[config.mk]
export PLATFORM = sky130hd
export DESIGN_NAME = lif_param_loader_multi
export DESIGN_NICKNAME = d
export VERILOG_FILES = /design/src/rtl/lif_param_loader_multi.sv
export SDC_FILE = /design/constraint.sdc
export NUM_CORES = 1
export LEC_CHECK = 0
export CAP_MARGIN = 20
export CELL_PAD_IN_SITES_DETAIL_PLACEMENT = 2
export CELL_PAD_IN_SITES_GLOBAL_PLACEMENT = 2
export CORE_ASPECT_RATIO = 1.75
export CORE_MARGIN = 2
export CORE_UTILIZATION = 40
export CTS_CLUSTER_DIAMETER = 100
export DETAILED_ROUTE_END_ITERATION = 16
export PLACE_DENSITY = 0.83
export REMOVE_ABC_BUFFERS = 1
export SLEW_MARGIN = 20
export SYNTH_ARGS = -nofsm -noshare
export SYNTH_HDL_FRONTEND = slang
export SYNTH_SLANG_ARGS = --single-unit
[constraint.sdc]
create_clock -name clk -period 19.9 [get_ports clk]
set_clock_uncertainty 0.15 [all_clocks]
set_input_delay 1.99 -clock clk [delete_from_list [all_inputs] [get_ports clk]]
set_output_delay 1.99 -clock clk [all_outputs]
set_load 0.1 [all_outputs]
[src/rtl/lif_param_loader_multi.sv]
// rtl/lif_param_loader_multi.sv - serial, checksummed parameter loader for an array of dual-leak LIF channels
module lif_param_loader_multi #(
    parameter int N_CH     = 4,
    parameter int W_WEIGHT = 3,
    parameter int W_RATE   = 8,
    parameter int W_THR    = 8,
    parameter int W_CYC    = 4,
    parameter int DEF_WA   = 2,
    parameter int DEF_LR1  = 2,
    parameter int DEF_LR2  = 1,
    parameter int DEF_THR  = 30,
    parameter int DEF_LC1  = 2,
    parameter int DEF_LC2  = 4
) (
    input  logic                       clk,
    input  logic                       reset,
    input  logic                       enable,
    input  logic                       serial_data_in,
    input  logic                       load_enable,
    output logic [N_CH*W_WEIGHT-1:0]   weight_a,
    output logic [N_CH*W_RATE-1:0]     leak_rate_1,
    output logic [N_CH*W_RATE-1:0]     leak_rate_2,
    output logic [N_CH*W_THR-1:0]      threshold,
    output logic [N_CH*W_CYC-1:0]      leak_cycles_1,
    output logic [N_CH*W_CYC-1:0]      leak_cycles_2,
    output logic                       params_ready,
    output logic                       csum_err,
    output logic                       addr_err,
    output logic [7:0]                 frame_count
);
    typedef enum logic [1:0] {IDLE = 2'd0, RX = 2'd1, CHECK = 2'd2, DONE = 2'd3} state_t;

    state_t              state, state_nxt;
    logic [2:0]          bit_cnt, byte_cnt;
    logic [6:0]          shift_q;
    logic [7:0]          csum_q, sh_addr, byte_now;
    logic [W_WEIGHT-1:0] sh_wa;
    logic [W_RATE-1:0]   sh_lr1, sh_lr2;
    logic [W_THR-1:0]    sh_thr;
    logic [W_CYC-1:0]    sh_lc1, sh_lc2;
    logic                last_bit, csum_bad, idx_bad;
    logic                frame_start, shift_en, abort, check, commit;

    assign byte_now = {shift_q, serial_data_in};
    assign last_bit = (bit_cnt == 3'd7) && (byte_cnt == 3'd7);
    // csum_q already has B7 folded in when CHECK is reached, so a good frame leaves zero
    assign csum_bad = (csum_q != 8'd0);
    assign idx_bad  = ~sh_addr[7] && ({1'b0, sh_addr[6:0]} >= 8'(N_CH));
    assign commit   = check & ~csum_bad & ~idx_bad;

    always_ff @(posedge clk or posedge reset) begin
        if (reset)
            state <= IDLE;
        else if (enable)
            state <= state_nxt;
    end

    always_comb begin
        state_nxt = state;
        case (state)
            IDLE:    if (load_enable) state_nxt = RX;
            RX:      if (!load_enable) state_nxt = IDLE;
                     else if (last_bit) state_nxt = CHECK;
            CHECK:   state_nxt = DONE;
            DONE:    if (!load_enable) state_nxt = IDLE;
            default: state_nxt = IDLE;
        endcase
    end

    always_comb begin
        frame_start = 1'b0;
        shift_en    = 1'b0;
        abort       = 1'b0;
        check       = 1'b0;
        if (enable) begin
            case (state)
                IDLE:    frame_start = load_enable;
                RX:      begin
                             shift_en = load_enable;
                             abort    = ~load_enable;
                         end
                CHECK:   check = 1'b1;
                default: ;
            endcase
        end
    end

    always_ff @(posedge clk or posedge reset) begin
        if (reset) begin
            bit_cnt      <= 3'd0;
            byte_cnt     <= 3'd0;
            shift_q      <= 7'd0;
            csum_q       <= 8'd0;
            sh_addr      <= 8'd0;
            sh_wa        <= '0;
            sh_lr1       <= '0;
            sh_lr2       <= '0;
            sh_thr       <= '0;
            sh_lc1       <= '0;
            sh_lc2       <= '0;
            params_ready <= 1'b1;
            csum_err     <= 1'b0;
            addr_err     <= 1'b0;
            frame_count  <= 8'd0;
        end else begin
            if (frame_start) begin
                bit_cnt      <= 3'd0;
                byte_cnt     <= 3'd0;
                csum_q       <= 8'd0;
                csum_err     <= 1'b0;
                addr_err     <= 1'b0;
                params_ready <= 1'b0;
            end
            if (shift_en) begin
                shift_q <= byte_now[6:0];
                bit_cnt <= bit_cnt + 3'd1;
                if (bit_cnt == 3'd7) begin
                    byte_cnt <= byte_cnt + 3'd1;
                    csum_q   <= csum_q ^ byte_now;
                    case (byte_cnt)
                        3'd0:    sh_addr <= byte_now;
                        3'd1:    sh_wa   <= byte_now[W_WEIGHT-1:0];
                        3'd2:    sh_lr1  <= byte_now[W_RATE-1:0];
                        3'd3:    sh_lr2  <= byte_now[W_RATE-1:0];
                        3'd4:    sh_thr  <= byte_now[W_THR-1:0];
                        3'd5:    sh_lc1  <= byte_now[W_CYC-1:0];
                        3'd6:    sh_lc2  <= byte_now[W_CYC-1:0];
                        default: ;
                    endcase
                end
            end
            if (abort)
                params_ready <= 1'b1;
            if (check) begin
                params_ready <= 1'b1;
                if (csum_bad)
                    csum_err <= 1'b1;
                else if (idx_bad)
                    addr_err <= 1'b1;
                else
                    frame_count <= frame_count + 8'd1;
            end
        end
    end

    // All six fields of a channel move together on the commit edge
    always_ff @(posedge clk or posedge reset) begin
        if (reset) begin
            for (int k = 0; k < N_CH; k++) begin
                weight_a[k*W_WEIGHT +: W_WEIGHT]  <= W_WEIGHT'(DEF_WA);
                leak_rate_1[k*W_RATE +: W_RATE]   <= W_RATE'(DEF_LR1);
                leak_rate_2[k*W_RATE +: W_RATE]   <= W_RATE'(DEF_LR2);
                threshold[k*W_THR +: W_THR]       <= W_THR'(DEF_THR);
                leak_cycles_1[k*W_CYC +: W_CYC]   <= W_CYC'(DEF_LC1);
                leak_cycles_2[k*W_CYC +: W_CYC]   <= W_CYC'(DEF_LC2);
            end
        end else if (commit) begin
            for (int k = 0; k < N_CH; k++) begin
                if (sh_addr[7] || (sh_addr[6:0] == 7'(k))) begin
                    weight_a[k*W_WEIGHT +: W_WEIGHT]  <= sh_wa;
                    leak_rate_1[k*W_RATE +: W_RATE]   <= sh_lr1;
                    leak_rate_2[k*W_RATE +: W_RATE]   <= sh_lr2;
                    threshold[k*W_THR +: W_THR]       <= sh_thr;
                    leak_cycles_1[k*W_CYC +: W_CYC]   <= sh_lc1;
                    leak_cycles_2[k*W_CYC +: W_CYC]   <= sh_lc2;
                end
            end
        end
    end
endmodule

**Yosys cells after proc, flatten, opt, wreduce, memory -nomap -nowiden**

Cells that the tools add are included.

- Add/subtract/negate cells: 3
- $mul: 0
- Divide/modulo/power cells: 0
- Magnitude comparators: 1
- Equality and inequality tests: 17
- Shifts and indexed selects: 0
- Muxes and demuxes: 31
- Bitwise logic cells: 7
- Reduce and logical (&&, ||, !) cells: 25

Operators with widths:

| operator | count |
|---|---|
| two-way mux 8 bit | 3 |
| AND reduction 3 bit | 8 |
| two-way mux 1 bit | 18 |
| equality test 3 bit (second input constant) | 5 |
| two-way mux 3 bit | 5 |
| equality test 7 x 2 -> 1 bit (second input constant) | 2 |
| adder 8 x 1 -> 8 bit (second input constant) | 1 |
| two-way mux 2 bit | 4 |
| one-hot mux 2 bit (4 select lines) | 1 |
| AND reduction 2 bit | 4 |
| nonzero test 8 bit | 1 |
| bitwise XOR 8 bit | 1 |
| equality test 7 x 1 -> 1 bit (second input constant) | 1 |
| greater-or-equal comparator 7 x 3 -> 1 bit (second input constant) | 1 |
| logical NOT 7 bit | 1 |
| adder 3 x 1 -> 3 bit (second input constant) | 2 |
| equality test 3 x 2 -> 1 bit (second input constant) | 2 |
| equality test 2 bit (second input constant) | 2 |
| logical OR 1 bit | 4 |
| inequality test 2 bit (second input constant) | 2 |
| inverter 1 bit | 4 |
| AND reduction 4 bit | 1 |
| equality test 3 x 1 -> 1 bit (second input constant) | 1 |
| logical NOT 3 bit | 1 |
| 7 further kinds | 9 |

- Register bits: 217
- Latch bits: 0
- RAM bits: 0
- ROM bits: 0
- Output and inout port bits: 151
- Memories: 0

**Longest topological paths before layout**

- Depth in word-level cells: 7
- Gate-level depth with buffers: 8

**Worst setup path after synthesis**

No wires, ideal clock.

- Kind: input -> register
- From: input port enable
- To: register leak_cycles_1[0]
- Arrival: 3.857 ns
- Required time: 19.625 ns
- Path slack: 15.767 ns
- Stages: 8
- Path buffers: 4
- Path through: clkbuf_1 > nand3b_1 > or2_0 > buf_6 > or4_1 > buf_6 > buf_12 > mux2_4

- Word-level cells in the longest chain between the ends: 4

Ends and longest elaborated chain:

| element | line | text |
|---|---|---|
| start, declared | 17 | `input logic enable,` |
| two-way mux 1 bit | 75 | `if (enable) begin` |
| bitwise AND 1 bit (2 in series) | 49 | `assign commit = check & ~csum_bad & ~idx_bad;` |
| AND reduction 2 bit (no source line) | -- |  |
| end signal, assigned by index | 154 | `leak_cycles_1[k*W_CYC +: W_CYC] <= W_CYC'(DEF_LC1);` |
| end signal, assigned by index | 164 | `leak_cycles_1[k*W_CYC +: W_CYC] <= sh_lc1;` |
| end, declared | 24 | `output logic [N_CH*W_CYC-1:0] leak_cycles_1,` |

No other way between the ends.
A chain may end at the register's enable or synchronous reset.

**Worst setup path in the final report**

- From: input port enable
- To: register leak_rate_2[9]

- Word-level cells in the longest chain between the ends: 4

Ends and longest elaborated chain:

| element | line | text |
|---|---|---|
| two-way mux 1 bit | 75 |  |
| bitwise AND 1 bit (2 in series) | 49 |  |
| AND reduction 2 bit (no source line) | -- |  |
| end signal, assigned by index | 152 | `leak_rate_2[k*W_RATE +: W_RATE] <= W_RATE'(DEF_LR2);` |
| end signal, assigned by index | 162 | `leak_rate_2[k*W_RATE +: W_RATE] <= sh_lr2;` |
| end, declared | 22 | `output logic [N_CH*W_RATE-1:0] leak_rate_2,` |

No other way between the ends.

==> metrics.md <==
| Metric | Value |
|---|---|
| Cells after Synth | `574` |
| Most frequent cells in the layout | `dfrtp_1 (180), clkdlybuf4s50_1 (155), mux2_2 (148), nand2_1 (44), dfstp_2 (37)` |
| Clk_lat worst skew | `500 ps` |
| Starting Density | `40.7%` |
| Setup crit end kind | `flop` |
| # resized after CTS | `0` |
| Clock transition at the registers of the reported paths | `70 ps` |
| CTS tree | `done` |
| Setup tns final | `0 ps` |
| Tcrit/Tclk final | `25.1%` |
| Top cells by area, synth | `dfrtp_1 (52%), mux2_2 (19%), dfstp_2 (11%), mux2_4 (5.2%), nand2_1 (1.9%)` |
| Post-route worst setup slack | `14,900 ps` |
| Vias in the first global route | `6,362` |
| VDD IR-drop max | `0.0522 mV` |
| Max-slew violations | `0` |
| Share of layout cells above drive strength 1 | `35.0%` |
| Fin. Hold Viols | `0` |
| Critical path, cell by cell | `clkdlybuf4s50_1 -> nand3b_1 -> or2_0 -> nor4_4 -> buf_4 -> mux2_2` |
| Mapped cell area | `8750 µm²` |
| # H-tree levels | `1` |
| TritonCTS buffer count | `21` |
| Sink Count | `217` |
| Crit Path Category | `in2reg` |
| CTS Hold Bufs | `0` |
| Routed WL per cell | `25.3 µm` |
| Worst-margin pin slew | `1080 ps` |
| Slowest CP cell | `nor4_4` |
| Chip Height | `200 µm` |
| N_diodes | `0` |
| Area leader, netlist | `dfrtp_1` |
| Power Density | `80.3 nW/µm²` |
| Slowest cell delay on critical path | `980 ps` |
| I/O Buffers | `155` |
| Initial antenna violation count | `0` |
| Detailed placement HPWL | `18,000 µm` |
| RSZ-0062 raised after global routing | `no` |
| Area growth syn-to-layout | `28.0%` |
| # Max-Cap Violations | `0` |
| Total leakage power | `5.28 nW` |
| Maximum buffer depth of the clock tree | `3` |
| Critical path data required time | `20,120 ps` |
| Std cell rows | `71` |
| Arr. time, crit path | `5220 ps` |
| Pre-CTS WS | `14,300 ps` |
| Worst Path Buf+Inv | `2` |
| Setup-failing EPs final | `0` |
| Die area | `23,100 µm²` |
| Gpl congestion | `0.797` |
| Delay-heaviest family, CP | `simple AND/OR/NAND/NOR gates` |
| Status | `finished, final reports clean` |
| Post-route ant nets | `0` |
| Yosys top cell area share | `51.5%` |
| Number of DRC markers in iteration 0 | `208` |
| Core area | `21,500 µm²` |
| Post-synth EDFFs | `0` |
| Startpoint types | `primary input` |
| Total wire length | `26,200 µm` |
| Remaining DRCs | `0` |
| Min Tclk post-route | `5000 ps` |
| GRT Overall Usage | `23.5%` |
| CTS Root Cell | `clkbuf_16` |
| Pre-antenna DRT Iters | `4` |
| Largest net degree at the start of global routing | `132` |
| Total via count in the routed design | `5,341` |
| Die width | `116 µm` |
| Asr flop ratio synth | `100%` |
| First-pass GRT wire length | `40,400 µm` |
| Vias per Instance | `5.15` |
| Final #Nets | `746` |
| Hold Path Class | `reg2reg` |
| Primary FF master, synth | `dfrtp_1` |
| Seq cells post-synth | `217` |
| Critical-path maximum fanout | `21` |
| Max Freq | `0.200 GHz` |
| Slew headroom | `27.9%` |
| Grt ovf | `0` |
| Register area share after synthesis | `62.6%` |
| Leading cell type in the layout, fill and taps excluded | `dfrtp_1` |
| I/O Pins | `156` |
| Post-CTS Repair Setup Buffers | `0` |
| Yosys warnings | `0` |
| Post-synth cell types | `43` |
| Synthesized area per cell | `15.2 µm²` |
[stage by stage]
step	utilization, %	hold WS (ps)	std cells	total power [mW]	instance area (µm²)
after detailed placement	48.9	325	999	0.521	10500
after global placement	48.9	305	999	0.515	10500
final	52.1	341	1038	0.899	11200
after CTS	52.0	336	1036	0.910	11200
after global routing	52.1	357	1038	0.930	11200
after floorplan	-	287	548	0.497	8560
[layer usage]
metal  part of all wire [%]  global-route usage (%)  routed length [µm]  up-vias
met5                      0                       0                   0        -
met4                    2.3                    6.53                 606        0
met3                    2.4                    2.15                 627       30
met2                     60                    47.4               15800      114
met1                     35                    25.2                9190     2872
li1                       -                       -                   -     2325
[report_power, final]
part / internal, mW / switching (mW) / total [mW]
Sequential: 0.451 / 0.0230 / 0.474
Combinational: 0.0102 / 0.0291 / 0.0393
Clock: 0.217 / 0.169 / 0.386
[cell type report]
class	count	area, µm²
clock inverter	5	30.0
clock buffer	32	627
timing repair buffer	161	1600
inverter	9	41.3
multi-input combinational	322	3050
tap	292	365
fill	2005	10300
sequential	217	5480
[worst register-to-register path: stages, from the launching register on]
cell	delay (ps)
dfrtp_1	400
or4_4	560
or2_0	440
nor4_4	990
buf_4	460
mux2_2	410
[flip-flops by register name (all words and copies together) (netlist names), 4 cells and up, named ones only]
register       count
leak_rate_1       32
leak_rate_2       32
threshold         32
leak_cycles_1     16
leak_cycles_2     16
weight_a          12
csum_q             8
frame_count        8
sh_addr            8
sh_lr1             8
sh_lr2             8
sh_thr             8
shift_q            7
sh_lc1             4
sh_lc2             4
[worst paths after layout]
kind,slack (ps),end,from,cells past startpoint
min in group asynchronous,1930,leak_rate_1[5],reset,2
hold reg to reg,340,csum_q[2],csum_q[2],1
max in group asynchronous,16280,leak_rate_1[11],reset,3
hold / removal,340,csum_q[2],csum_q[2],1
setup / recovery,14900,leak_rate_2[9],enable,6
setup reg to reg,16360,leak_rate_2[9],csum_q[1],5
[synth_stat cells (6+ instances only)]
master      n
dfrtp_1   180
mux2_2    148
nand2_1    44
dfstp_2    37
mux2_4     30
nand3_1    13
nor2_1     11
clkbuf_1   10
buf_2       9
ha_1        9
inv_1       9
o21ai_0     8
a21oi_1     7
xor2_1      7
mux2_1      6
[logic make-up after synthesis]
logic type | Yosys count | synth area share, %
buffers and inverters | 35 | 2.56
AND/OR/NAND/NOR | 92 | 5.51
multiplexers | 187 | 25.3
AO/OA/AOI/OAI | 23 | 1.60
flip-flops | 217 | 62.6
adder cells (fa/ha/maj) | 9 | 1.29
XOR/XNOR | 11 | 1.10
(Power assumes the default switching activity.)
